### config.mk
export PLATFORM = sky130hd
export DESIGN_NAME = alu_arb_ctrl
export DESIGN_NICKNAME = d
export VERILOG_FILES = /design/src/rtl/alu_arb_ctrl.sv
export SDC_FILE = /design/constraint.sdc
export NUM_CORES = 1
export LEC_CHECK = 0
export BUFFER_PORTS_ARGS = -buffer_cell sky130_fd_sc_hd__buf_2
export CORE_ASPECT_RATIO = 1.1
export CORE_UTILIZATION = 41
export DETAILED_ROUTE_END_ITERATION = 8
export PLACE_DENSITY = 0.83
export SLEW_MARGIN = 10
export SYNTH_ARGS = -nofsm -noshare
export SYNTH_HDL_FRONTEND = slang
export SYNTH_SLANG_ARGS = --single-unit
### constraint.sdc
create_clock -name clk -period 1.58 [get_ports clk]
set_input_delay 0.316 -clock clk [delete_from_list [all_inputs] [get_ports clk]]
set_output_delay 0.316 -clock clk [all_outputs]
set_load 0.005 [all_outputs]
### src/rtl/alu_arb_ctrl.sv
// alu_arb_ctrl: two-requester round-robin arbiter and sequencer for a shared
// 16-bit ALU. It accepts one op at a time and holds the registered ALU inputs
// for the op's latency. It then captures the result and flags and returns
// them on a response handshake tagged with the requester id.
// Optional feature macro: ALU_ARB_CARRY_CHAIN_EN adds a stored carry per
// requester. That carry replaces the carry-in bit of add/sub/shift ops that
// ask for one, so multi-word chains can be built.
//
// Handshakes: a transfer happens on a rising clk edge where valid and ready
// are both high. req_ready is only raised in IDLE. rsp_valid stays high, with
// rsp_* stable, until the cycle in which rsp_ready is seen.
`timescale 1ns/1ps

module alu_arb_ctrl #(
   parameter int unsigned MUL_CYCLES    = 2,
   parameter int unsigned NONMUL_CYCLES = 1
) (
   input  logic        clk,
   input  logic        rst_n,
   input  logic [1:0]  req_valid,
   output logic [1:0]  req_ready,
   input  logic [15:0] req0_a,
   input  logic [15:0] req0_b,
   input  logic [4:0]  req0_op,
   input  logic [15:0] req1_a,
   input  logic [15:0] req1_b,
   input  logic [4:0]  req1_op,
   output logic [15:0] alu_a,
   output logic [15:0] alu_b,
   output logic [4:0]  alu_op,
   output logic        alu_ci,
   input  logic [15:0] alu_y,
   input  logic        alu_carry,
   output logic        rsp_valid,
   input  logic        rsp_ready,
   output logic        rsp_id,
   output logic [15:0] rsp_y,
   output logic        rsp_zero,
   output logic        rsp_neg,
   output logic        rsp_carry,
   output logic        rsp_err,
   output logic [1:0]  dbg_state
);

   typedef enum logic [1:0] {
      S_IDLE = 2'd0,
      S_EXEC = 2'd1,
      S_RESP = 2'd2
   } state_t;

   state_t      r_state;
   state_t      w_next_state;
   logic        r_rr_last;
   logic [3:0]  r_cnt;
   logic [15:0] r_alu_a;
   logic [15:0] r_alu_b;
   logic [4:0]  r_alu_op;
   logic        r_rsp_id;
   logic [15:0] r_rsp_y;
   logic        r_rsp_zero;
   logic        r_rsp_neg;
   logic        r_rsp_carry;
   logic        r_rsp_err;

   logic        w_grant;
   logic        w_grant_vld;
   logic [15:0] w_sel_a;
   logic [15:0] w_sel_b;
   logic [4:0]  w_sel_op;
   logic [4:0]  w_lat_op;
   logic        w_sel_err;
   logic        w_sel_mul;
   logic        w_rsp_hs;

   // Round-robin grant: the requester that did not win last time has priority.
   always_comb begin
      w_grant     = 1'b0;
      w_grant_vld = 1'b0;
      if (req_valid[~r_rr_last]) begin
         w_grant     = ~r_rr_last;
         w_grant_vld = 1'b1;
      end else if (req_valid[r_rr_last]) begin
         w_grant     = r_rr_last;
         w_grant_vld = 1'b1;
      end
   end

   assign w_sel_a   = w_grant ? req1_a  : req0_a;
   assign w_sel_b   = w_grant ? req1_b  : req0_b;
   assign w_sel_op  = w_grant ? req1_op : req0_op;
   assign w_sel_err = (w_sel_op[3:0] == 4'd14) || (w_sel_op[3:0] == 4'd15);
   assign w_sel_mul = (w_sel_op[3:0] == 4'd13);
   assign w_rsp_hs  = (r_state == S_RESP) && rsp_ready;

`ifdef ALU_ARB_CARRY_CHAIN_EN
   logic [1:0] r_carry;

   // Carry-in requests on add/sub/shift ops use the requester's stored carry.
   always_comb begin
      w_lat_op = w_sel_op;
      if (w_sel_op[4] && ((w_sel_op[3:0] == 4'd1) || (w_sel_op[3:0] == 4'd2) ||
                          (w_sel_op[3:0] == 4'd8) || (w_sel_op[3:0] == 4'd9))) begin
         w_lat_op[4] = r_carry[w_grant];
      end
   end

   // Remember each requester's carry when its non-error response is taken.
   always_ff @(posedge clk or negedge rst_n) begin
      if (!rst_n) begin
         r_carry <= 2'b00;
      end else if (w_rsp_hs && !r_rsp_err) begin
         r_carry[r_rsp_id] <= r_rsp_carry;
      end
   end
`else
   assign w_lat_op = w_sel_op;
`endif

   // State register.
   always_ff @(posedge clk or negedge rst_n) begin
      if (!rst_n) begin
         r_state <= S_IDLE;
      end else begin
         r_state <= w_next_state;
      end
   end

   // Next-state logic and the one-cycle accept strobe.
   always_comb begin
      w_next_state = r_state;
      req_ready    = 2'b00;
      case (r_state)
         S_IDLE: begin
            if (w_grant_vld) begin
               req_ready    = w_grant ? 2'b10 : 2'b01;
               w_next_state = w_sel_err ? S_RESP : S_EXEC;
            end
         end
         S_EXEC: begin
            if (r_cnt == 4'd1) begin
               w_next_state = S_RESP;
            end
         end
         S_RESP: begin
            if (rsp_ready) begin
               w_next_state = S_IDLE;
            end
         end
         default: w_next_state = S_IDLE;
      endcase
   end

   // Operand latch, hold counter and result capture.
   always_ff @(posedge clk or negedge rst_n) begin
      if (!rst_n) begin
         r_rr_last   <= 1'b1;
         r_cnt       <= 4'd0;
         r_alu_a     <= 16'h0000;
         r_alu_b     <= 16'h0000;
         r_alu_op    <= 5'd0;
         r_rsp_id    <= 1'b0;
         r_rsp_y     <= 16'h0000;
         r_rsp_zero  <= 1'b0;
         r_rsp_neg   <= 1'b0;
         r_rsp_carry <= 1'b0;
         r_rsp_err   <= 1'b0;
      end else begin
         case (r_state)
            S_IDLE: begin
               if (w_grant_vld) begin
                  r_rsp_id  <= w_grant;
                  r_rr_last <= w_grant;
                  if (w_sel_err) begin
                     // Illegal opcode: answer at once, ALU inputs untouched.
                     r_rsp_y     <= 16'h0000;
                     r_rsp_zero  <= 1'b1;
                     r_rsp_neg   <= 1'b0;
                     r_rsp_carry <= 1'b0;
                     r_rsp_err   <= 1'b1;
                  end else begin
                     r_alu_a  <= w_sel_a;
                     r_alu_b  <= w_sel_b;
                     r_alu_op <= w_lat_op;
                     r_cnt    <= w_sel_mul ? 4'(MUL_CYCLES) : 4'(NONMUL_CYCLES);
                  end
               end
            end
            S_EXEC: begin
               if (r_cnt == 4'd1) begin
                  // Flags are derived here from the result, not from the ALU.
                  r_rsp_y     <= alu_y;
                  r_rsp_zero  <= (alu_y == 16'h0000);
                  r_rsp_neg   <= alu_y[15];
                  r_rsp_carry <= alu_carry;
                  r_rsp_err   <= 1'b0;
               end
               r_cnt <= r_cnt - 4'd1;
            end
            default: begin
            end
         endcase
      end
   end

   assign alu_a     = r_alu_a;
   assign alu_b     = r_alu_b;
   assign alu_op    = r_alu_op;
   assign alu_ci    = r_alu_op[4];
   assign rsp_valid = (r_state == S_RESP);
   assign rsp_id    = r_rsp_id;
   assign rsp_y     = r_rsp_y;
   assign rsp_zero  = r_rsp_zero;
   assign rsp_neg   = r_rsp_neg;
   assign rsp_carry = r_rsp_carry;
   assign rsp_err   = r_rsp_err;
   assign dbg_state = r_state;

endmodule

==> reports/results.ini, run 1 <==
[grt]
grt_pass1_wl_um = 16600
grt_usage_pct = 27.9
antenna_found_initial = 0
overflow = 0
grt_max_degree = 65
grt_pass1_vias = 3390

[synth]
ys_top_cells_by_area = dfrtp_1, a21oi_1, mux2i_1, nand2_1, o21ai_0
synth_nets = 406
yosysMostFrequentCell = a21oi_1
seq_area_frac_synth_pct = 51.8
ys_warn_count = 0
netlist_area_um2 = 3100
yosysTopAreaCell = dfrtp_1
synth_seq_cells = 64
synthDominantCellAreaShare_pct = 50.9
syn_area_per_cell_um2 = 10.1
yosysUniqueCellTypes = 39
synth_edf_count = 0
yosys_most_used_dff = dfrtp_1
netlist_top_cells_count = a21oi_1, dfrtp_1, mux2i_1, nand2_1, o21ai_0
synth-async-reset-ratio_pct = 100
syn_inst = 308

[final_layout]
n_antenna_cell = 0
fillers = 461
area_growth_pct = 76.6
nets = 611
stdcell_count = 603
post-route-cell-area_um2 = 5470
layout-drive-gt1-share_pct = 62.4
finish.utilization_pct = 76.3

[floorplanning]
die-height_um = 93.2
pin_count = 160
fp.dieW_um = 84.9
start_util_pct = 43.2
coreArea_um2 = 7170
design.die.area_um2 = 7910
fp-row-count = 32

[place]
dpl_cell_area_um2 = 4190
hpwl_um = 6200
routabilityCongestion = 0.884
dp_cells = 559
io_buffers = 159

[timing]
slew_headroom_pct = 65.2
layout_worst_path_cycle_share_pct = 114
rsz0062_at_grt = true
setup_slack_ns = -0.229
finalSetupViolations = 63
slew_violations = 0
fmax_mhz = 553
fin_skew_ns = 0.00650
final_hold_viol_count = 0
tightest_slew_ns = 0.522
min_period_ns = 1.81

[min_path]
hold_class = input port to flip-flop

[clock_tree]
cts_buffers = 9
cts_max_path_buffers = 2
cts_tree = yes
cts.sinks = 64
cts_root_buffer = clkbuf_8
clk_latency_ns = 0.34
cts_max_level = 3
path_clk_slew_ns = 0.07

[outcome]
outcome = finished, violations left
violations = design-rule violations, negative setup slack

[flow_run]
maxCapViolCount = 0

[setup_path]
critPathLaunchType = flip-flop
critPathArrivalTime_ns = 2.04
max_stage_delay_ns = 0.56
crit_chain = a21boi_4, buf_6, buf_6, mux2i_4, nor2_4, buf_6, mux2_4
crit_path_max_fanout = 5
crit_type = flip-flop to flip-flop
cp-end-kind = flip-flop
crit_top_cell = buf_6
crit_slowest_cell = dfstp_2
cp.required_ns = 1.81

[drt]
ant_nets = 0
drt_pass1_iterations = 6
via_per_inst = 5.44
drt-initial-drc-count = 111
drc_errors = 12
routedWlPerCell_um = 18.5
totalWireLength_um = 11100
num_vias = 3280

[power]
p_per_area_nw_per_um2 = 1810
ir_drop_v = 0.00104
p_leak_nw = 2.52

==> per-stage QoR <==
step,hold slack (ns),power [W],TNS (ns),setup WS [ns]
floorplan,0.0204,0.00459,-1.69,-0.158
global placement,0.350,0.00612,-2.03,-0.101
detailed placement,0.358,0.00628,-5.32,-0.218
CTS,0.183,0.00902,-9.38,-0.208
global route,0.202,0.0104,-12.47,-0.265
finish,0.198,0.00989,-9.48,-0.229
==> layout by cell type, fill, tap and decap left out, types with 2 or more instances in the layout <==
| cell type | Yosys | routed |
|---|---|---|
| o21ai_1 | 0 | 17 |
| nor3_4 | 1 | 2 |
| bufinv_16 | 0 | 2 |
| inv_1 | 4 | 3 |
| buf_12 | 0 | 7 |
| a21o_1 | 4 | 4 |
| mux2i_1 | 37 | 31 |
| a21oi_1 | 74 | 9 |
| clkinv_2 | 0 | 2 |
| dfrtp_1 | 63 | 63 |
| buf_4 | 5 | 23 |
| nand3_1 | 3 | 3 |
| nand4_1 | 2 | 2 |
| clkbuf_8 | 0 | 11 |
| mux2i_2 | 0 | 3 |
| nor2_1 | 8 | 4 |
| nand2b_1 | 2 | 2 |
| mux2i_4 | 0 | 3 |
| nand4b_1 | 2 | 2 |
| nor2_4 | 0 | 3 |
| mux2_4 | 0 | 4 |
| buf_8 | 0 | 4 |
| buf_6 | 0 | 15 |
| nand2_1 | 37 | 37 |
| nor4_1 | 4 | 4 |
| buf_16 | 0 | 7 |
| a21oi_2 | 0 | 38 |
| a21oi_4 | 0 | 27 |
| buf_2 | 10 | 158 |
==> report_power, final <==
group / internal [W] / switching, W
registers: 0.00242 / 0.000635
logic: 0.00265 / 0.00257
clock network: 0.000972 / 0.000653
total: 0.00603 / 0.00385
==> layer usage <==
metal / track usage, % / routed length [um]
met3: 6.80 / 637
met5: 0 / 0
met1: 30.5 / 4230
met4: 10.7 / 398
met2: 51.9 / 5870
==> state kept, by name, summed over array words and instances, names as in the netlist <==
name,cells
rsp_id,1
alu_a,16
rsp_err,1
rsp_carry,1
rsp_y,16
alu_op,5
r_cnt,4
rsp_zero,1
dbg_state,2
r_rr_last,1
alu_b,16
==> critical path: cells and delay by family (launching register included) <==
kind / cells / cell delay, ns
AOI/OAI and AO/OA: 1 / 0.08
buffers and inverters: 3 / 0.38
DFF: 1 / 0.56
muxes: 2 / 0.47
and+or+nand+nor: 1 / 0.20
==> cells by family after synthesis <==
| group | after synthesis | share of synthesized area, % |
|---|---|---|
| DFF | 64 | 51.8 |
| AOI/OAI and AO/OA | 105 | 18.6 |
| adders and majority gates | 2 | 0.808 |
| xor gates and xnor gates | 1 | 0.283 |
| buffers and inverters | 27 | 4.32 |
| muxes | 41 | 13.4 |
| and+or+nand+nor | 68 | 10.8 |
==> path summary, 6_finish.rpt <==
check,slack [ns],from,cells past startpoint,endpoint
max reg2reg,-0.23,r_rr_last$_DFFE_PN1P_,7,alu_op[2]$_DFFE_PN0P_
max,-0.23,r_rr_last$_DFFE_PN1P_,7,alu_op[2]$_DFFE_PN0P_
min reg2reg,0.50,rsp_zero$_DFFE_PN0P_,1,rsp_zero$_DFFE_PN0P_
min,0.20,alu_carry,3,rsp_carry$_DFFE_PN0P_
min in group asynchronous,0.50,rst_n,3,rsp_y[5]$_DFFE_PN0P_
max in group asynchronous,0.74,rst_n,3,r_rr_last$_DFFE_PN1P_
==> layout make-up <==
type,instances,area (um2),share of cell area (%)
tap,85,106,1.94
inverter,4,15.0,0.275
multi-input combinational,218,1950,35.7
timing repair buffer,216,1560,28.5
sequential,64,1600,29.3
clock inverter,5,78.8,1.44
clock buffer,11,151,2.77
==> timing repair <==
action | in CTS | in global routing
pin swaps | 27 | 17
hold buffers | 1 | 0
endpoints found under the setup margin | 61 | 64
resized for setup | 83 | 95
buffers inserted | 15 | 6
cloned | 12 | 1
endpoints found under the hold margin | 55 | 0
No activity file was read; power rests on OpenSTA's default activity.
==> inputs of run 2 (changes only) <==
--- a/config.mk
+++ b/config.mk
@@ -7,9 +7,9 @@
 export LEC_CHECK = 0
 export BUFFER_PORTS_ARGS = -buffer_cell sky130_fd_sc_hd__buf_2
 export CORE_ASPECT_RATIO = 1.1
-export CORE_UTILIZATION = 41
+export CORE_UTILIZATION = 30
 export DETAILED_ROUTE_END_ITERATION = 8
-export PLACE_DENSITY = 0.83
+export PLACE_DENSITY = 0.66
 export SLEW_MARGIN = 10
 export SYNTH_ARGS = -nofsm -noshare
 export SYNTH_HDL_FRONTEND = slang
==> run 2 against run 1 <==
Against the previous run:
- the run ends with negative setup slack left
- combinational power shrank 7.9%
- power fell by 6.7%
- highest routed layer unchanged
- clock skew up 0.0055 ns
- via count down 1.7%
- global-route usage is 8.4 points lower
- critical endpoint is now rsp_y[15]$_DFFE_PN0P_
- setup slack got worse by 0.032 ns
==> reports/results.ini, run 2 (synthesis results as in run 1) <==
[drt]
ant_nets = 0  ; unchanged
totalWireLength_um = 10800  ; -2.9%
drc_errors = 0  ; -12
routedWlPerCell_um = 17.0  ; -7.8%
num_vias = 3224  ; -1.7%
drt_pass1_iterations = 4  ; -2
drt-initial-drc-count = 99  ; -11%
via_per_inst = 5.08  ; -6.7%

[place]
detailedPlace.worstSlack_ns = -0.199  ; +0.0192 ns
routabilityCongestion = 0.895  ; +1.3%
hpwl_um = 6350  ; +2.5%
io_buffers = 159  ; unchanged

[timing]
setup_slack_ns = -0.260  ; -0.0317 ns
fmax_mhz = 543  ; -1.7%
setup-tns-final_ns = -10.76  ; -1.29 ns
fin_skew_ns = 0.0120  ; +0.00552 ns
slew_headroom_pct = 76.0  ; +11 points
tightest_slew_ns = 0.357  ; -0.165 ns
final_hold_viol_count = 0  ; unchanged
finalSetupViolations = 60  ; -4.8%
min_period_ns = 1.84  ; +0.0317 ns
slew_violations = 0  ; unchanged
fin_hold_ws_ns = 0.197  ; -0.000288 ns
layout_worst_path_cycle_share_pct = 116  ; +2.0 points
rsz0062_at_grt = true

[floorplanning]
fp-row-count = 38  ; +19%
fp.dieW_um = 98.9  ; +17%
start_util_pct = 31.2  ; -12 points
die-height_um = 109  ; +17%
pin_count = 160  ; unchanged
design.die.area_um2 = 10700  ; +36%
coreArea_um2 = 9940  ; +39%

[clock_tree]
cts_max_path_buffers = 2  ; unchanged
path_clk_slew_ns = 0.08  ; about the same
cts.sinks = 64  ; unchanged
cts_max_level = 3  ; unchanged
cts_root_buffer = clkbuf_8
clk_latency_ns = 0.34  ; about the same
cts_tree = yes
cts_buffers = 9  ; unchanged

[grt]
antenna_found_initial = 1  ; +1
grt_usage_pct = 19.5  ; -8.4 points
grt_max_degree = 65  ; unchanged
overflow = 0  ; unchanged
grt_pass1_vias = 3064  ; -9.6%
grt_pass1_wl_um = 15800  ; -4.8%

[flow_run]
maxCapViolCount = 0  ; unchanged

[setup_path]
critPathLaunchType = flip-flop
crit_type = flip-flop to flip-flop
max_stage_delay_ns = 0.41  ; -0.15 ns
startpoint = r_cnt[1]$_DFFE_PN0P_
worst-path-stages = 8  ; +1
cp.required_ns = 1.81  ; about the same
critPathArrivalTime_ns = 2.08  ; +0.04 ns
r2r_slack_ns = -0.26  ; -0.03 ns
crit_path_max_fanout = 5  ; unchanged
reg2regPathDepth = 8  ; +1
cp-end-kind = flip-flop
cp_top_family = simple AND/OR/NAND/NOR gates
crit_slowest_cell = dfrtp_1
worstReg2RegStart = r_cnt[1]$_DFFE_PN0P_
path_buf_inv = 3  ; unchanged
crit_chain = inv_2, ha_4, or3b_4, a21o_1, nor3_4, buf_6, clkbuf_16, o21ai_2
crit_end = rsp_y[15]$_DFFE_PN0P_
timing.rr.end = rsp_y[15]$_DFFE_PN0P_

[min_path]
worstHoldStart = alu_y[6]
hold_class = input port to flip-flop

[power]
p_per_area_nw_per_um2 = 1730  ; -4.5%
seqPwrFrac_pct = 32.3  ; +1.4 points
pwr-share-comb_pct = 52.1  ; -0.6 points
p_switching_w = 0.00355  ; -7.9%
intPower_w = 0.00568  ; -5.9%
p_leak_nw = 2.49  ; -1.0%
switching_share_pct = 38.5  ; -0.51 points
ir_drop_v = 0.000726  ; -31%
pwr-share-clk_pct = 15.6  ; -0.8 points

[outcome]
outcome = finished, violations left
violations = negative setup slack

[final_layout]
layout-drive-gt1-share_pct = 60.5  ; -1.8 points
final_common_cell = buf_2
area_growth_pct = 72.5
nets = 607  ; -0.65%
finish.utilization_pct = 53.8  ; -23 points
final_cell_mix = buf_2, dfrtp_1, nand2_1

run 2: changes by cell type in the layout (fill, tap and decap cells not counted), sizes merged:
| cell | previous run | this run |
|---|---|---|
| buf | 214 | 209 |
| bufinv | 2 | 1 |
| clkbuf | 12 | 14 |
| clkinvlp | 0 | 1 |
| diode | 0 | 1 |
| mux2 | 5 | 4 |
run 2: repair_timing:
item | 4_1_cts | 5_1_grt
gates cloned | 8 | 4
resized for setup | 64 | 76
endpoints found under the setup margin | 53 | 64
pin swaps | 32 | 31
setup buffers | 10 | 7
hold endpoints to repair | 52 | 0
hold buffers | 1 | 0
run 2: tightest hold or removal path, delay by kind of cell:
family          cells  cell delay [ns]
buf+inv             1             0.09
compound gates      1             0.05
simple gates        1             0.05
run 2: through the flow:
stage	instance area (um2)	cells	power, W
after global routing	5340	634	0.00980
final	5340	635	0.00922
after CTS	4970	626	0.00861
after global placement	4230	592	0.00617
after detailed placement	4230	592	0.00629
after floorplan	3110	308	0.00459
run 2: area by class of cell:
class                   count  area (um2)
diodes                      1        2.50
clock buffers              11         141
clock inverters             5        56.3
fillers                   834        4600
inverters                   4        15.0
multi-input cells         217        1810
flip-flops and latches     64        1600
well taps                 120         150
repair buffers            213        1560
run 2: how the worst min path moves through the flow:
| stage | endpoint | slack (ns) | cells after the start |
|---|---|---|---|
| after floorplan | alu_a[0]$_DFFE_PN0P_ | 0.02 | 0 |
| after global placement | alu_b[6]$_DFFE_PN0P_ | 0.36 | 2 |
| after detailed placement | alu_b[6]$_DFFE_PN0P_ | 0.36 | 2 |
| after CTS | rsp_y[14]$_DFFE_PN0P_ | 0.18 | 3 |
| final | rsp_y[6]$_DFFE_PN0P_ | 0.20 | 3 |
| after global routing | rsp_y[3]$_DFFE_PN0P_ | 0.19 | 3 |
run 2: metal layers:
metal / wire length [um] / track usage, % / up-vias / share of wire (%)
met5: 0 / 0 / - / 0
li1: - / - / 1508 / -
met3: 535 / 4.72 / 9 / 4.9
met1: 4520 / 23.9 / 1588 / 42
met2: 5660 / 33.8 / 119 / 52
met4: 89 / 6.18 / 0 / 0.82
run 2: power groups by stage:
stage               Clock (W)  Sequential [W]  Combinational (W)
floorplan                   0         0.00290            0.00169
global placement            0         0.00282            0.00335
detailed placement          0         0.00284            0.00345
CTS                   0.00148         0.00290            0.00423
global route          0.00155         0.00307            0.00518
finish                0.00144         0.00298            0.00480
